File: config.mk
export PLATFORM = sky130hd
export DESIGN_NAME = param_seq_detector
export DESIGN_NICKNAME = d
export VERILOG_FILES = /design/src/rtl/param_seq_detector.sv
export SDC_FILE = /design/constraint.sdc
export NUM_CORES = 1
export LEC_CHECK = 0
export ABC_AREA = 0
export ABC_CLOCK_PERIOD_IN_PS = 4400
export BUFFER_PORTS_ARGS = -buffer_cell sky130_fd_sc_hd__buf_4
export CORE_AREA = 4 4 80 52
export DETAILED_ROUTE_END_ITERATION = 10
export DIE_AREA = 0 0 84 56
export GPL_TIMING_DRIVEN = 0
export HOLD_SLACK_MARGIN = 0.05
export PLACE_DENSITY = 0.52
export SLEW_MARGIN = 20
export SYNTH_ARGS = -nofsm -noshare
export SYNTH_HDL_FRONTEND = slang
export SYNTH_SLANG_ARGS = --single-unit
File: constraint.sdc
create_clock -name clk_i -period 4.4 [get_ports clk_i]
set_input_delay 0.22 -clock clk_i [delete_from_list [all_inputs] [get_ports clk_i]]
set_output_delay 0.22 -clock clk_i [all_outputs]
set_load 0.02 [all_outputs]
File: src/rtl/param_seq_detector.sv
// param_seq_detector
//   Serial pattern detector with a run-time loadable LEN-bit pattern,
//   overlapping or non-overlapping matching, an input qualifier and a
//   saturating match counter.
//
// Ports
//   clk_i        clock, all state updates on the rising edge
//   rst_i        synchronous active-high reset
//   in_i         serial data bit, used only when in_valid_i=1
//   in_valid_i   qualifies in_i; history and fill hold when low
//   pat_load_i   load pat_i into the pattern register (wins over in_valid_i)
//   pat_i        new pattern, MSB is the first bit in time
//   overlap_i    1: overlapping matches, 0: restart history after a match
//   cnt_clr_i    clear match_cnt_o (wins over a simultaneous hit)
//   detect_o     registered one-cycle match pulse
//   match_cnt_o  saturating match count
//   armed_o      history holds LEN valid bits
module param_seq_detector #(
  parameter int               LEN       = 4,
  parameter int               CNT_W     = 8,
  parameter logic [LEN-1:0]   RESET_PAT = LEN'(4'b1001)
) (
  input  logic              clk_i,
  input  logic              rst_i,
  input  logic              in_i,
  input  logic              in_valid_i,
  input  logic              pat_load_i,
  input  logic [LEN-1:0]    pat_i,
  input  logic              overlap_i,
  input  logic              cnt_clr_i,
  output logic              detect_o,
  output logic [CNT_W-1:0]  match_cnt_o,
  output logic              armed_o
);

  localparam int FW = $clog2(LEN + 1);
  localparam logic [FW-1:0] FULL = FW'(LEN);

  logic [LEN-1:0]   pat_q, pat_d;
  logic [LEN-1:0]   hist_q, hist_d;
  logic [FW-1:0]    fill_q, fill_d;
  logic [CNT_W-1:0] cnt_q, cnt_d;
  logic             det_q, det_d;
  logic             armed_q, armed_d;

  logic [LEN-1:0]   nh;
  logic [FW-1:0]    nf;
  logic             hit;

  always_comb begin
    nh      = {hist_q[LEN-2:0], in_i};
    nf      = (fill_q == FULL) ? FULL : fill_q + FW'(1);
    // A load cycle never matches: the incoming bit is dropped.
    hit     = in_valid_i && !pat_load_i && (nf == FULL) && (nh == pat_q);

    pat_d   = pat_q;
    hist_d  = hist_q;
    fill_d  = fill_q;
    det_d   = 1'b0;
    cnt_d   = cnt_q;

    if (pat_load_i) begin
      pat_d  = pat_i;
      fill_d = '0;
    end else if (in_valid_i) begin
      hist_d = nh;
      det_d  = hit;
      // Non-overlap mode demands LEN fresh bits before the next match.
      fill_d = (hit && !overlap_i) ? '0 : nf;
    end

    if (cnt_clr_i)
      cnt_d = '0;
    else if (hit && (cnt_q != {CNT_W{1'b1}}))
      cnt_d = cnt_q + CNT_W'(1);

    armed_d = (fill_d == FULL);
  end

  always_ff @(posedge clk_i) begin
    if (rst_i) begin
      pat_q   <= RESET_PAT;
      hist_q  <= '0;
      fill_q  <= '0;
      cnt_q   <= '0;
      det_q   <= 1'b0;
      armed_q <= 1'b0;
    end else begin
      pat_q   <= pat_d;
      hist_q  <= hist_d;
      fill_q  <= fill_d;
      cnt_q   <= cnt_d;
      det_q   <= det_d;
      armed_q <= armed_d;
    end
  end

  assign detect_o    = det_q;
  assign match_cnt_o = cnt_q;
  assign armed_o     = armed_q;

endmodule
* After elaboration in Yosys (flattened, before gate mapping) *
Index checks and enable logic that the tools add are counted.

cells by class
  $add $sub $neg = 2
  eq/ne operators = 5
  mux-type cells = 4
  bitwise logic cells = 2
  reduce and logical (&&, ||, !) cells = 10

operators by type and width
  cell                                                            number
  3-bit 2-to-1 mux                                                4
  3-bit == test (second input constant)                           3
  8-bit by 1-bit adder with 8-bit output (second input constant)  1
  8-bit != test (second input constant)                           1
  1-bit logical AND                                               5
  4-bit == test                                                   1
  3-bit by 1-bit adder with 3-bit output (second input constant)  1
  3-bit OR reduction                                              1
  1-bit zero test                                                 2
  1-bit inverter                                                  2
  2-bit AND reduction                                             1
  2-bit OR reduction                                              1

word-level totals
  register bits = 20
  output and inout port bits = 10
  word-level logic and storage cells = 29

* Depth between registers and ports, before layout *
Gate-level depths: netlist of run 1.

  depth after elaboration = 10
  gate-level depth with buffers = 7
  mapped depth without buffers = 7

* Least setup slack after synthesis of run 1 *
Ideal clock, no wire load.

  kind = register -> register
  start point = register cnt_q[0] (netlist: match_cnt_o[0])
  end point = register cnt_q[5] (netlist: match_cnt_o[5])
  library setup time = 0.070 ns
  arrival = 1.811 ns
  data required time = 4.330 ns
  setup slack = 2.519 ns
  cell stages (with the launch flop) = 7
  path buffers = 0
  path through = dfxtp_1 ha_1 and3_1 a211oi_2 nand3_4 or4_1 a21oi_1

on the way
  cells in the longest elaborated chain, start to end = 2
  elaborated cells between the ends (all ways) = 3
  classes of those cells = add/sub: 1; eq/ne: 1; reduce/logical: 1

RTL lines
  element                                                                                         RTL line  source
  start, declared                                                                                 42        logic [CNT_W-1:0] cnt_q, cnt_d;
  start signal, assigned                                                                          92        cnt_q <= cnt_d;
  parallel branches: the longest is 2 deep, another holds 8-bit by 1-bit adder with 8-bit output  n/a

Several ways; the timed one is not identified.
A chain may end at the register's enable or synchronous reset.

* Final worst setup path of run 1 *
  start point = register fill_q[0]
  end point = register cnt_q[5] (netlist: match_cnt_o[5])

on the way
  cells in the longest elaborated chain, start to end = 6
  elaborated cells between the ends (all ways) = 7
  classes of those cells = add/sub: 1; eq/ne: 2; mux: 1; reduce/logical: 3

RTL lines
  element                                                                  RTL line  source
  start, declared                                                          41        logic [FW-1:0] fill_q, fill_d;
  start signal, assigned                                                   91        fill_q <= fill_d;
  3-bit by 1-bit adder with 3-bit output or 3-bit == test (tied branches)  52        nf = (fill_q == FULL) ? FULL : fill_q + FW'(1);
  3-bit 2-to-1 mux (*)                                                     52
  3-bit == test (*)                                                        54        hit = in_valid_i && !pat_load_i && (nf == FULL) && (nh == pat_q);
  1-bit logical AND (*) (2 in series)                                      54
  1-bit logical AND (*)                                                    74        else if (hit && (cnt_q != {CNT_W{1'b1}}))

Every way passes the cells marked *; elsewhere a longest branch is shown, timed or not.

==> results of run 1 <==
[final timing paths]
kind | from | endpoint | slack, ns | cells after the start
max reg2reg | fill_q[0] | match_cnt_o[5] | 2.38 | 6
min reg2reg | match_cnt_o[5] | match_cnt_o[5] | 0.51 | 2
min | pat_i[3] | pat_q[3] | 0.17 | 2
max | fill_q[0] | match_cnt_o[5] | 2.38 | 6
[layer usage]
metal,vias to the layer above,part of all wire [%]
met4,0,0.34
met2,12,48
li1,426,-
met1,376,48
met3,2,3.6
met5,-,0
[final cells by class]
| class | instances | area (sq um) |
|---|---|---|
| Clock buffer | 3 | 41.3 |
| Tap cell | 47 | 58.8 |
| Clock inverter | 1 | 30.0 |
| Buffer | 3 | 11.3 |
| Fill cell | 363 | 2220 |
| Timing Repair Buffer | 20 | 150 |
| Inverter | 5 | 18.8 |
| Sequential cell | 20 | 400 |
| Multi-Input combinational cell | 77 | 561 |
[cells in the final DEF, fill, tap and decap left out, types with 2 or more instances in the layout]
cell / n
clkbuf_8: 3
a211o_1: 2
o21ai_0: 3
or3_1: 2
nor3_1: 4
nor2_1: 10
nand2_1: 4
ha_1: 3
or4_1: 2
o31ai_1: 2
nand4_1: 2
dfxtp_1: 20
inv_1: 5
buf_1: 2
a21oi_1: 8
mux2i_1: 8
nor2b_1: 3
and3_1: 2
nor4_1: 3
nand3_1: 2
xor2_1: 5
buf_4: 20
[state kept, by name (all words and copies together), names as in the netlist]
name and cells:
hist_q 3, fill_q 3, detect_o 1, match_cnt_o 8, pat_q 4, armed_o 1
[report_power, final]
group	switching [mW]	total [mW]	internal, mW
combinational	0.0175	0.0335	0.0160
sequential	0.00248	0.187	0.184
clock	0.0602	0.182	0.121
[cells by family after synthesis]
logic type	Yosys count	share of synthesized area [%]
adders and majority gates	3	3.79
and+or+nand+nor	43	28.4
DFF	20	40.4
AOI/OAI and AO/OA	17	11.0
buffers and inverters	8	3.03
xor gates and xnor gates	6	5.30
muxes	8	8.08
[metrics by stage]
| step | instances | hold slack, ns |
|---|---|---|
| after CTS | 176 | 0.156 |
| after global placement | 172 | 0.424 |
| after floorplan | 105 | 0.319 |
| after detailed placement | 172 | 0.433 |
| after global routing | 176 | 0.168 |
| final | 176 | 0.165 |
==> run metrics, run 1 <==
GP Congestion=0.694; # H-tree levels=1; worst-margin pin slew=0.497 ns; post-synth cell types=33; clk buf depth=2; Final WS setup=2.38 ns; LEAKAGE=0.532 nW; vias in the first global route=783; most area-consuming cells after synthesis=dfxtp_1 40%, mux2i_1 8.1%, xor2_1 4.4%; CP Max Fanout=10; Routed Antenna Nets=0; Buf/Inv on CP=1; asr flop ratio synth=0%; Slew Limit Fails=0; CP Cell Sequence=inv_1 -> ha_1 -> nor4_4 -> nand3_4 -> or4_1 -> a21oi_1; synth warn=0; number of max-cap violations=0; Via-to-Cell Ratio=4.64; worst path required time=4.59 ns; met3 Use GR=3.70%; setup bufs post-CTS=0; Post-synth EDFFs=0; slowest CP cell=or4_1; power per cell area=316 nW/um^2; clk root buf=clkbuf_8; fin area=1270 sq um; post-cts resize count=0; grt met1 use=12.2%; cts bufs inserted=3; wire length per cell=11.8 um; Syn Nets=119; Layout area overhead=28.3%; starting density of the core=28.4%; Yosys reg bits=20; Detailed Route WL=2090 um; DR DRC count=0; Pre-Repair DR Iteration Count=4; critical path class=flop to flop; vias post-DR=816; hold_buf cts=0; post-DP HPWL=1630 um; Clk pin slew, worst setup/hold paths=0.08 ns; Arr. time, crit path=2.21 ns; pre-CTS WS=2.41 ns; final setup fails=0; most frequent cell after synthesis=dfxtp_1; fin crit share=45.9%; Hold/Removal Path Class=input port to flop; cell accounting for the most synthesized area=dfxtp_1; total track usage=9.46%; crit path launch type=flop; clock skew=0.00437 ns; total power=402 uW; status=complete, no violations; GR peak layer=met2; Core Util, Final=36.4%; post-synthesis sequential area ratio=40.4%; Post-DP Area=1200 sq um; Final nets=144; Rel. slew slack=66.9%; num ports=21; layout cell share with drive strength beyond 1=23.3%; GR Overflow Total=0; row count=17; min Tclk post-route=2.02 ns; share of the synthesized area in the top cell type=40.4%; final hold vios=0; Setup TNS Final=0 ns; Top FF cell, synth=dfxtp_1; Clock Latency Late Sink=0.26 ns; RSZ-0062 raised after global routing=no; PortBufs=20; Commonest cells post-synth=20 x dfxtp_1, 10 x nor2_1, 8 x a21oi_1, 8 x mux2i_1; die area=4700 sq um; f_max=0.495 GHz; Critical Path End Type=flop; core footprint=3490 sq um; CTS tree=yes; Die H=56 um; average cell area after synthesis=9.44 sq um; delay-heaviest family, CP=simple AND/OR/NAND/NOR gates; CP max stage delay=0.42 ns; synthesized cell area=991 sq um; pin count of the biggest net entering global routing=13; initial antenna violation count=0; GR Util met2=15.3%; violation count after the first detailed-route iteration=49; worst IR drop on VDD=143 uV; post-synthesis instance total=105; die span in x=84 um; clock sink count=20; n_diodes=0; first-pass GRT wire length=3640 um
Note: power is estimated with default switching activity, not from simulation.
==> run 2, diff against run 1 <==
--- a/config.mk
+++ b/config.mk
@@ -6,7 +6,7 @@
 export NUM_CORES = 1
 export LEC_CHECK = 0
 export ABC_AREA = 0
-export ABC_CLOCK_PERIOD_IN_PS = 4400
+export ABC_CLOCK_PERIOD_IN_PS = 1900
 export BUFFER_PORTS_ARGS = -buffer_cell sky130_fd_sc_hd__buf_4
 export CORE_AREA = 4 4 80 52
 export DETAILED_ROUTE_END_ITERATION = 10
==> constraint.sdc (replaced) <==
create_clock -name clk_i -period 1.9 [get_ports clk_i]
set_input_delay 0.095 -clock clk_i [delete_from_list [all_inputs] [get_ports clk_i]]
set_output_delay 0.095 -clock clk_i [all_outputs]
set_load 0.02 [all_outputs]
==> run metrics, run 2 (same netlist as run 1, synthesis figures left out) <==
status=complete, no violations (unchanged); DR DRC count=0 (unchanged); post-DP HPWL=1630 um (unchanged); Via-to-Cell Ratio=4.61 (was 4.64); final setup fails=0 (unchanged); layout cell share with drive strength beyond 1=33.1% (was 23.3%); Critical Path End Type=flop (unchanged); worst path required time=2.09 ns (was 4.59 ns); Arr. time, crit path=2.08 ns (was 2.21 ns); clock sink count=20 (unchanged); # H-tree levels=1 (unchanged); Hold/Removal Path Class=input port to flop (unchanged); wire length per cell=12.0 um (was 11.8 um); pre-CTS WS=-0.0896 ns (was 2.41 ns); clock skew=0.00479 ns (was 0.00437 ns); pin count of the biggest net entering global routing=13 (unchanged); Pre-Repair DR Iteration Count=5 (was 4); most frequent cells in the layout=23 x buf_4, 18 x dfxtp_1, 10 x nor2_1 (was 20 x dfxtp_1, 20 x buf_4, 10 x nor2_1); worst IR drop on VDD=325 uV (was 143 uV); vias post-DR=844 (was 816); CP Max Fanout=6 (was 10); RSZ-0062 raised after global routing=yes (was no); Rel. slew slack=67.0% (was 66.9%); core footprint=3490 sq um (unchanged); GR Overflow Total=0 (unchanged); CTS tree=yes (unchanged); Post-Layout Cell Count=183 (was 176); Final nets=151 (was 144); clk buf depth=2 (unchanged); placed cells=172 (unchanged); num ports=21 (unchanged); violation count after the first detailed-route iteration=32 (was 49); fillers=350 (was 363); clk root buf=clkbuf_8 (unchanged); Clk pin slew, worst setup/hold paths=0.08 ns (about the same); Layout area overhead=39.4% (was 28.3%); Final WS setup=0.00553 ns (was 2.38 ns); PortBufs=20 (unchanged); first-pass GRT wire length=3730 um (was 3640 um); worst-margin pin slew=0.496 ns (was 0.497 ns); Die H=56 um (unchanged); Largest register FFs=8 (unchanged); cts bufs inserted=3 (unchanged); Detailed Route WL=2190 um (was 2090 um); Routed Antenna Nets=0 (unchanged); n_diodes=0 (unchanged); initial antenna violation count=0 (unchanged); critical path class=flop to flop (unchanged); GP Congestion=0.694 (unchanged); starting density of the core=28.4% (unchanged); die span in x=84 um (unchanged); Clock Latency Late Sink=0.26 ns (about the same); Core Util, Final=39.6% (was 36.4%); most common cell after layout, fill and taps aside=buf_4; total track usage=9.74% (was 9.46%); Reg area=405 sq um (was 400 sq um); vias in the first global route=803 (was 783); power per cell area=683 nW/um^2 (was 316 nW/um^2); Slew Limit Fails=0 (unchanged); fin crit share=99.7% (was 45.9%); multi-input logic area=599 sq um (was 561 sq um); min Tclk post-route=1.89 ns (was 2.02 ns); row count=17 (unchanged); die area=4700 sq um (unchanged); LEAKAGE=0.561 nW (was 0.532 nW); crit path launch type=flop (unchanged); f_max=0.528 GHz (was 0.495 GHz); final hold vios=0 (unchanged); number of max-cap violations=0 (unchanged)
run 2: changes by cell type in the layout (fill, tap and decap cells not counted), moves of 2 or more:
cell and change:
dfxtp_1 -2, inv_1 -2, ha_2 +2, buf_4 +3, dlygate4sd3_1 +3, ha_1 -3
run 2: worst max-delay path, cell delays in order, from the launching register on:
cell      delay (ns)
dfxtp_4         0.36
inv_4           0.07
ha_4            0.13
and3b_2         0.24
a211oi_4        0.31
nand3_4         0.15
buf_6           0.15
or3_1           0.30
a21oi_1         0.12
run 2: final cells by class:
type | count | share of cell area [%]
plain buffers | 3 | 0.815
clock buffers | 3 | 2.99
clock inverters | 1 | 2.17
inverters | 5 | 1.54
multi-input cells | 77 | 43.4
flip-flops and latches | 20 | 29.3
well taps | 47 | 4.26
repair buffers | 27 | 15.5
run 2: worst paths after layout:
kind | to | cells after the start | start | slack, ns
hold reg to reg | match_cnt_o[5] | 2 | match_cnt_o[5] | 0.51
setup / recovery | match_cnt_o[3] | 8 | fill_q[0] | 0.006
setup reg to reg | match_cnt_o[3] | 8 | fill_q[0] | 0.006
hold / removal | pat_q[2] | 3 | pat_i[2] | 0.07
run 2: through the flow:
step                hold WS [ns]  power [mW]  instance area, sq um  setup TNS, ns
floorplan                  0.194       0.491                   991              0
global placement           0.299       0.519                  1200         -0.175
detailed placement         0.308       0.522                  1200         -0.218
CTS                       0.0639       0.959                  1340              0
global route              0.0680       0.984                  1380         -0.157
finish                    0.0687       0.943                  1380              0
run 2: timing repair:
item | 4_1_cts | 5_1_grt
setup buffers | 2 | 2
pin swaps | 3 | 6
gates resized for setup | 4 | 11
hold buffers | 3 | 0
endpoints found under the setup margin | 5 | 5
hold endpoints to repair | 2 | 0
run 2: per-layer routing:
layer	track usage, %	vias up	wire, um
met5	0	-	0
li1	-	443	-
met2	15.7	11	1050
met3	3.70	2	73
met1	12.7	388	1060
met4	1.38	0	7
run 2: power by group:
| part | switching (mW) | internal (mW) |
|---|---|---|
| registers | 0.00642 | 0.427 |
| clock network | 0.141 | 0.281 |
| logic | 0.0425 | 0.0452 |
| total | 0.190 | 0.753 |
